### src/rtl/alu_sequencer_if.sv
// Start/done handshake and result bus between the calculator FSM and alu_sequencer.
interface alu_sequencer_if;
  logic        start;
  logic        clr;
  logic [1:0]  op;
  logic [13:0] a;
  logic [13:0] b;
  logic        busy;
  logic        done;
  logic [13:0] result;
  logic        neg;
  logic        err;

  // Control FSM side
  modport master (
    output start, clr, op, a, b,
    input  busy, done, result, neg, err
  );

  // Arithmetic sequencer side
  modport slave (
    input  start, clr, op, a, b,
    output busy, done, result, neg, err
  );
endinterface

### src/rtl/alu_sequencer.sv
// Multi-cycle add/sub/mul/div sequencer for 4-digit decimal operands held in binary.
// Short ops take one EXEC cycle; mul/div iterate 14 cycles. clr aborts without a done pulse.
module alu_sequencer (
  input logic           clk,
  input logic           resetn,
  alu_sequencer_if.slave bus
);

  localparam logic [13:0] MaxVal = 14'd9999;
  localparam logic [1:0]  OpAdd  = 2'b00;
  localparam logic [1:0]  OpSub  = 2'b01;
  localparam logic [1:0]  OpMul  = 2'b10;
  localparam logic [1:0]  OpDiv  = 2'b11;

  typedef enum logic [2:0] {StIdle, StExec, StMul, StDiv, StDone} state_e;

  state_e      state_q;
  logic [1:0]  op_q;
  logic [13:0] a_q;      // operand a; doubles as dividend/quotient shift register in DIV
  logic [13:0] b_q;      // operand b; doubles as multiplier shift register in MUL
  logic [3:0]  cnt_q;
  logic [27:0] acc_q;
  logic [27:0] mcand_q;
  logic [13:0] rem_q;
  logic        busy_q;
  logic        done_q;
  logic [13:0] result_q;
  logic        neg_q;
  logic        err_q;

  logic        in_valid;
  logic        last_iter;
  logic [14:0] sum;
  logic [27:0] acc_step;
  logic [14:0] rem_sh;
  logic        rem_ge;
  logic [13:0] rem_nxt;
  logic [13:0] quo_step;

  // Datapath for one EXEC step, one multiply iteration and one restoring-divide iteration
  always_comb begin
    in_valid  = (bus.a <= MaxVal) && (bus.b <= MaxVal);
    last_iter = (cnt_q == 4'd13);
    sum       = {1'b0, a_q} + {1'b0, b_q};
    acc_step  = b_q[0] ? (acc_q + mcand_q) : acc_q;
    rem_sh    = {rem_q, a_q[13]};
    rem_ge    = (rem_sh >= {1'b0, b_q});
    // Remainder stays below the divisor, so it always fits back into 14 bits
    rem_nxt   = rem_ge ? 14'(rem_sh - {1'b0, b_q}) : rem_sh[13:0];
    quo_step  = {a_q[12:0], rem_ge};
  end

  // Sequencer FSM with registered outputs
  always_ff @(posedge clk or negedge resetn) begin
    if (!resetn) begin
      state_q  <= StIdle;
      op_q     <= 2'b00;
      a_q      <= '0;
      b_q      <= '0;
      cnt_q    <= '0;
      acc_q    <= '0;
      mcand_q  <= '0;
      rem_q    <= '0;
      busy_q   <= 1'b0;
      done_q   <= 1'b0;
      result_q <= '0;
      neg_q    <= 1'b0;
      err_q    <= 1'b0;
    end else if (bus.clr) begin
      state_q  <= StIdle;
      cnt_q    <= '0;
      busy_q   <= 1'b0;
      done_q   <= 1'b0;
      result_q <= '0;
      neg_q    <= 1'b0;
      err_q    <= 1'b0;
    end else begin
      unique case (state_q)
        StIdle: begin
          done_q <= 1'b0;
          if (bus.start) begin
            op_q     <= bus.op;
            a_q      <= bus.a;
            b_q      <= bus.b;
            cnt_q    <= '0;
            acc_q    <= '0;
            mcand_q  <= {14'd0, bus.a};
            rem_q    <= '0;
            busy_q   <= 1'b1;
            result_q <= '0;
            neg_q    <= 1'b0;
            err_q    <= 1'b0;
            if (bus.op == OpMul && in_valid) begin
              state_q <= StMul;
            end else if (bus.op == OpDiv && in_valid && bus.b != 14'd0) begin
              state_q <= StDiv;
            end else begin
              state_q <= StExec;
            end
          end
        end
        StExec: begin
          state_q <= StDone;
          done_q  <= 1'b1;
          if (a_q > MaxVal || b_q > MaxVal) begin
            err_q <= 1'b1;
          end else begin
            case (op_q)
              OpAdd: begin
                if (sum > {1'b0, MaxVal}) err_q    <= 1'b1;
                else                      result_q <= sum[13:0];
              end
              OpSub: begin
                if (a_q >= b_q) begin
                  result_q <= a_q - b_q;
                end else begin
                  result_q <= b_q - a_q;
                  neg_q    <= 1'b1;
                end
              end
              // Only divide-by-zero lands here; valid multiplies always iterate
              default: err_q <= 1'b1;
            endcase
          end
        end
        StMul: begin
          acc_q   <= acc_step;
          mcand_q <= {mcand_q[26:0], 1'b0};
          b_q     <= {1'b0, b_q[13:1]};
          cnt_q   <= cnt_q + 4'd1;
          if (last_iter) begin
            state_q <= StDone;
            done_q  <= 1'b1;
            if (acc_step > {14'd0, MaxVal}) err_q    <= 1'b1;
            else                            result_q <= acc_step[13:0];
          end
        end
        StDiv: begin
          rem_q <= rem_nxt;
          a_q   <= quo_step;
          cnt_q <= cnt_q + 4'd1;
          if (last_iter) begin
            state_q  <= StDone;
            done_q   <= 1'b1;
            result_q <= quo_step;
          end
        end
        StDone: begin
          state_q <= StIdle;
          done_q  <= 1'b0;
          busy_q  <= 1'b0;
        end
        default: begin
          state_q <= StIdle;
          done_q  <= 1'b0;
          busy_q  <= 1'b0;
        end
      endcase
    end
  end

  assign bus.busy   = busy_q;
  assign bus.done   = done_q;
  assign bus.result = result_q;
  assign bus.neg    = neg_q;
  assign bus.err    = err_q;

endmodule

### src/flat_wrapper.sv
// flat-port wrapper written by rule: the top's interface ports become plain ports
module alu_sequencer_flat 
  (clk, resetn, bus_start, bus_clr, bus_op, bus_a, bus_b, bus_busy, bus_done, bus_result, bus_neg, bus_err);
  alu_sequencer_if bus_i ();
  input logic clk;
  input logic resetn;
  input wire logic [$bits(bus_i.start)-1:0] bus_start;
  input wire logic [$bits(bus_i.clr)-1:0] bus_clr;
  input wire logic [$bits(bus_i.op)-1:0] bus_op;
  input wire logic [$bits(bus_i.a)-1:0] bus_a;
  input wire logic [$bits(bus_i.b)-1:0] bus_b;
  output wire logic [$bits(bus_i.busy)-1:0] bus_busy;
  output wire logic [$bits(bus_i.done)-1:0] bus_done;
  output wire logic [$bits(bus_i.result)-1:0] bus_result;
  output wire logic [$bits(bus_i.neg)-1:0] bus_neg;
  output wire logic [$bits(bus_i.err)-1:0] bus_err;
  assign bus_i.start = bus_start;
  assign bus_i.clr = bus_clr;
  assign bus_i.op = bus_op;
  assign bus_i.a = bus_a;
  assign bus_i.b = bus_b;
  assign bus_busy = bus_i.busy;
  assign bus_done = bus_i.done;
  assign bus_result = bus_i.result;
  assign bus_neg = bus_i.neg;
  assign bus_err = bus_i.err;
  alu_sequencer u_core (.clk(clk), .resetn(resetn), .bus(bus_i));
endmodule
### config.mk
export PLATFORM = sky130hd
export DESIGN_NAME = alu_sequencer_flat
export DESIGN_NICKNAME = d
export VERILOG_FILES = /design/src/rtl/alu_sequencer_if.sv /design/src/rtl/alu_sequencer.sv /design/src/flat_wrapper.sv
export SDC_FILE = /design/constraint.sdc
export NUM_CORES = 1
export LEC_CHECK = 0
export CAP_MARGIN = 10
export CORE_MARGIN = 2
export CORE_UTILIZATION = 45
export DETAILED_ROUTE_END_ITERATION = 6
export HOLD_SLACK_MARGIN = 0.05
export PLACE_DENSITY = 0.73
export SETUP_SLACK_MARGIN = 0.1
export SLEW_MARGIN = 20
export SYNTH_ARGS = -nofsm -noshare
export SYNTH_HDL_FRONTEND = slang
export SYNTH_SLANG_ARGS = --single-unit
### constraint.sdc
create_clock -name clk -period 3.9 [get_ports clk]
set_input_delay 0.585 -clock clk [delete_from_list [all_inputs] [get_ports clk]]
set_output_delay 0.585 -clock clk [all_outputs]
set_load 0.02 [all_outputs]
# [Yosys cells after proc, flatten, opt, wreduce, memory -nomap -nowiden]
# Index checks and enable logic that the tools add are counted.
[totals] regBits=125 inputBits=34 out_inout_bits=18 elab_cells=124
[op_classes] addsub=6 order_cmp=8 n_eq_ne=22 mux=49 bitwise_logic=1 reduce_logical=25
[op_table] cell="$mux W14" count=11
[op_table] cell="$pmux W14 S2" count=4
[op_table] cell="$pmux W28 S2" count=2
[op_table] cell="$mux W28" count=3
[op_table] cell="$pmux W14 S4" count=1
[op_table] cell="$sub A14 B14 Y14" count=3
[op_table] cell="$add A28 B28 Y28" count=1
[op_table] cell="$gt A14 B14 Y1 const B" count=2
[op_table] cell="$gt A28 B14 Y1 const B" count=1
[op_table] cell="$le A14 B14 Y1 const B" count=2
[op_table] cell="$add A14 B14 Y15" count=1
[op_table] cell="$ge A15 B14 Y1" count=1
[op_table] cell="$gt A15 B14 Y1 const B" count=1
[op_table] cell="$ge A14 B14 Y1" count=1
[op_table] cell="$mux W1" count=14
[op_table] cell="$reduce_bool A14 Y1" count=1
[op_table] cell="$mux W3" count=4
[op_table] cell="$ne A3 B2 Y1 const B" count=4
[op_table] cell="$ne A3 B3 Y1 const B" count=4
[op_table] cell="$pmux W3 S3" count=1
[op_table] cell="$reduce_and A3 Y1" count=3
[op_table] cell="$mux W4" count=2
[op_table] cell="$ne A4 B3 Y1 const B" count=2
[op_table] cell="$pmux W1 S2" count=4
[op_table] cell="29 further kinds" count=38

# [Logic depth before layout (Yosys ltp)]
[depth] word_depth=9 mapped_depth=17 ltp_nobuf=15

# [Worst setup path after synthesis]
# No wires, ideal clock.
[synth_path] kind="flip-flop to flip-flop" from="reg u_core.mcand_q[0]" to="reg u_core.result_q[13] (netlist: u_core.bus.result[13])" setup_ns=0.128 arrival_time_ns=3.679 required_time_ns=3.772 slack_ns=0.094 path_stages_with_launch=15 path_buffers=1 synth_period_minus_slack_ns=3.806 cell_sequence="dfrtp_1 > ha_1 > fa_1 > a211oi_2 > o21ai_1 > a211oi_2 > nor2_1 > xor2_1 > a2111o_1 > a221oi_2 > nand4_1 > o31a_1 > a211o_4 > buf_12 > mux2_1"
[synth_via] elab_chain_cells=6 elab_cells_between_ends=9 cone_classes="1 x add/sub; 1 x order compare; 1 x eq/ne; 5 x mux; 1 x reduce/logical"
[synth_lines] item="start, declared" line="alu_sequencer.sv:23" source="logic [27:0] mcand_q;"
[synth_lines] item="start signal, assigned" line="alu_sequencer.sv:87" source="mcand_q <= {14'd0, bus.a};"
[synth_lines] item="start signal, assigned" line="alu_sequencer.sv:128" source="mcand_q <= {mcand_q[26:0], 1'b0};"
[synth_lines] item="$add A28 B28 Y28 (*)" line="alu_sequencer.sv:45" source="acc_step = b_q[0] ? (acc_q + mcand_q) : acc_q;"
[synth_lines] item="$mux W28 (*)" line="alu_sequencer.sv:45"
[synth_lines] item="branches (longest 4 deep; another with $gt A28 B14 Y1)"
[synth_lines] item="end signal, assigned" line="alu_sequencer.sv:111" source="else result_q <= sum[13:0];"
[synth_lines] item="end signal, assigned" line="alu_sequencer.sv:135" source="else result_q <= acc_step[13:0];"
[synth_lines] item="end signal, assigned" line="alu_sequencer.sv:145" source="result_q <= quo_step;"
[synth_lines] item="end, declared" line="alu_sequencer.sv:27" source="logic [13:0] result_q;"
# Every way passes the cells marked *. The select of a mux whose other input is x is not followed.
# A chain may end at the register's enable or synchronous reset.

# [Final worst setup path]
[layout_path] from="reg u_core.mcand_q[0]" to="reg u_core.result_q[5] (netlist: u_core.bus.result[5])"
# Same word-level chain as after synthesis.

==> metrics.md <==
| Metric | Value |
|---|---|
| FF-to-FF End | u_core.bus.result[5] |
| Htree depth | 4 |
| Register bit total from synthesis | 125 |
| Top-area cell type share of the netlist area | just under 30% |
| Total power draw | 0.00660 W |
| Cells along the critical path | ha_2, fa_2, buf_4, a21oi_1, o22ai_1, a211oi_2, nand3_1, o21ai_0, o21ai_1, a221oi_2, nand4_1, o31a_1, a211o_4, mux2_4 |
| Drc violations | 0 |
| Chip Width | 157 um |
| CTS tree | built |
| Placer Congestion | 0.999 |
| Met3 Usage GRT | 5.23% |
| RSZ-0062 raised after global routing | true |
| Vias per cell | 5.99 |
| WL/cell | between 15 and 20 um |
| Antenna violations before repair | 0 |
| DRT antenna net count | 0 |
| Sequential element share of the synthesized area | 29.7% |
| First-pass GRT wire length | 54000 um |
| CTS sink cnt | approximately 130 |
| Fmax | 253 MHz |
| Dpl hpwl | 25600 um |
| CP max-delay cell | fa_2 |
| DRT Wirelength | 33700 um |
| Failing checks | negative setup slack |
| Post-synth EDFFs | 0 |
| Post-synth ARST share | 100% |
| Hold_buf cts | 0 |
| Num CTS Buffers | 17 |
| Number of max-cap violations | 0 |
| VDD IR max | between 0.2 and 0.3 mV |
| Startpoint Class | flip-flop |
| Worst-path fanout max | 7 |
| Setup crit end kind | flip-flop |
| Syn Inst Count | 1281 |
| Met1 Track Usage GR | a little under two fifths |
| Post-layout nets | 1495 |
| Most common cell after layout, fill and taps aside | nand2_1 |
| Post-Synth XOR/XNOR Area | 3.58% |
| GRT Util Overall | 28.3% |
| Final min period | 3950 ps |
| Mapped Area | 0.0105 mm2 |
| Top post-synthesis cells by area | dfrtp_1, ha_1, nand2_1, o21ai_0, mux2i_1 |
| Die H | approximately 160 um |
| R2R cell count | 14 |
| Leak Pwr | 5.65 nW |
| DIE AREA | approximately 0.025 mm2 |
| Post-Route Setup TNS | -571 ps |
| Inserted Diodes | 0 |
| Commonest cells after routing, fill and taps aside | nand2_1, dfrtp_1, nor2_1, buf_4, o21ai_0 |
| Largest delay share family, worst path | compound AO/OA/AOI/OAI gates |
| Max stage delay on crit path | roughly 400 ps |
| Post-synthesis cell type count | 84 |
| Layout area overhead | 19.7% |
| Cell taking the most area after synthesis | dfrtp_1 |
| Final Cycle Share | 101% |
| Main combinational cell family by area after synthesis | compound AO/OA/AOI/OAI gates |
| Number of cell rows | 55 |
| Pwr/cell area | 523 mW/mm2 |
| Mux share of post-synthesis cell area | 7.10% |
| Syn_nets | around 1400 |
| Vias | 10171 |
| CTS clk-pin slew, worst paths | 60 ps |
| Post-route worst setup slack | -54.7 ps |
| Slew HR | 48.1% |
| Worst setup path end | u_core.bus.result[5] |
| Levels on crit path | 14 |
| Met2 GRT Util | 46.4% |
| Data arrival time of the critical path | 4270 ps |
| Synth Flop Type | dfrtp_1 |
| Simple-gate area share of the yosys netlist | 18.9% |
| Area share of fa/ha/maj cells after synthesis | 10.9% |
| Outcome | complete, but fails checks |
| Vias in the first global route | ~10000 |
| CP startpoint | u_core.mcand_q[0] |
| Least-Margin Pin Slew | 774 ps |
| Starting Density | 46.2% |
| Final hold vios | 0 |
| Pin count of the biggest net entering global routing | between 60 and 70 |
| Crit Reg-Reg Startpoint | u_core.mcand_q[0] |
| WP data required | roughly 4200 ps |
| WP buf/inv | 1 |
| Syn avg cell area | around 8.2 um2 |
| Layout cells sized above 1 | 14.4% |
| Clk_skew | 7.75 ps |
| FF-to-FF setup slack | -50 ps |
| Skew-Pair Late Insertion Delay | 430 ps |
| Root Buffer | clkbuf_16 |
| Worst hold-check path type | input port to asynchronous set/reset pin |
| DR iter-0 viols | 867 |
| 1st-pass router iterations | 6 |
| Top Usage Layer GRT | met2 |
| Gr ovfl total | 0 |
| Crit Path Class | flip-flop to flip-flop |
| Setup Viol. Count Final | 14 |
| Port buffer count | between 50 and 60 |
| Core box area | 0.0228 mm2 |
| Yosys warning count | 0 |
| Fin. max-slew vios | 0 |
| I/O pins | 52 |
| Synth Area in Compound Gates | 24.6% |
| Clk buf depth | 2 |
==> sequential cells by signal (all words and copies together), names as in the netlist <==
signal             flops
u_core.bus.err         1
u_core.acc_q          28
u_core.rem_q          14
u_core.b_q            14
u_core.a_q            14
u_core.bus.neg         1
u_core.cnt_q           4
u_core.bus.busy        1
u_core.state_q         3
u_core.mcand_q        28
u_core.bus.result     14
u_core.bus.done        1
u_core.op_q            2
==> worst min-delay path by stage <==
stage | from | endpoint | slack, ps | depth (start not counted)
2_1_floorplan | resetn | u_core.a_q[0] | 290 | 0
6_report | resetn | u_core.mcand_q[19] | 230 | 1
5_1_grt | resetn | u_core.acc_q[15] | 290 | 1
3_5_place_dp | u_core.rem_q[13] | u_core.rem_q[13] | 480 | 2
4_1_cts | resetn | u_core.mcand_q[19] | 260 | 1
3_3_place_gp | u_core.rem_q[13] | u_core.rem_q[13] | 460 | 2
==> synthesized netlist by cell type (4+ instances only) <==
cell and n:
nand2_1 170, dfrtp_1 125, nor2_1 109, o21ai_0 95, ha_1 84, a21oi_1 76
inv_1 63, clkbuf_1 48, mux2i_1 42, a31oi_1 33, xnor2_1 32, nor3_1 28
a22o_1 27, nand3_1 25, a21o_1 18, nor2b_1 17, nand2b_1 16, nand4_1 16
o22ai_1 16, buf_2 15, mux2_2 14, nor4_1 14, a211oi_1 12, o21bai_1 11
xor2_1 11, mux2_4 9, o21ai_1 7, or3_1 7, a22oi_1 6, nor3b_1 6
o211ai_1 6, o21a_1 6, o31ai_1 6, and3_1 5, buf_1 5, fa_1 5
a21boi_0 4, a21oi_2 4, a311oi_1 4, and2_1 4, o311ai_0 4, o31a_1 4
==> area by class of cell <==
class	count	area, um2
clock buffers	17	425
clock inverters	15	190
fillers	2072	10200
inverters	64	240
multi-input cells	1021	7020
flip-flops and latches	125	3130
well taps	313	392
repair buffers	143	1210
==> timing repair <==
item	in CTS	in global routing
pin swaps	11	3
gates resized for setup	16	19
cloned	1	0
setup endpoints to repair	14	28
setup buffers	2	4
==> worst reg2reg max path, stage by stage, from the launching register on <==
cell	delay, ps
dfrtp_1	390
ha_2	210
fa_2	400
buf_4	160
a21oi_1	250
o22ai_1	150
a211oi_2	290
nand3_1	120
o21ai_0	200
o21ai_1	140
a221oi_2	260
nand4_1	170
o31a_1	400
a211o_4	370
mux2_4	320
==> cell families (layout without fill, tap and decap cells) <==
group                      count (synthesis)  after routing
xor gates and xnor gates                  43             43
buffers and inverters                    136            239
and+or+nand+nor                          433            433
adders and majority gates                 89             89
AOI/OAI and AO/OA                        388            389
DFF                                      125            125
muxes                                     67             67
==> layer usage <==
metal	up-vias	share of wire [%]	wire [um]
met3	86	6.2	2110
met5	-	0	0
met4	0	3.7	1240
met2	377	47	15800
li1	4835	-	-
met1	4873	43	14600
==> power breakdown <==
| part | leakage, nW | internal [W] | switching [W] | total, W |
|---|---|---|---|---|
| sequential | 1.63 | 0.00144 | 0.000158 | 0.00159 |
| combinational | 3.72 | 0.00138 | 0.00193 | 0.00331 |
| clock | 0.304 | 0.00102 | 0.000677 | 0.00169 |
==> stage by stage <==
stage / cell area [um2] / utilization [%] / std cells / hold WS (ps) / setup slack [ps]
3_3_place_gp: 11800 / 51.8 / 1660 / 464 / -85.7
5_1_grt: 12600 / 55.3 / 1698 / 294 / -164
3_5_place_dp: 11800 / 51.8 / 1660 / 480 / -132
6_report: 12600 / 55.3 / 1698 / 232 / -54.7
4_1_cts: 12500 / 54.9 / 1695 / 257 / -12.1
2_1_floorplan: 10500 / - / 1281 / 289 / 119
Power figures use the tool's default switching activity.
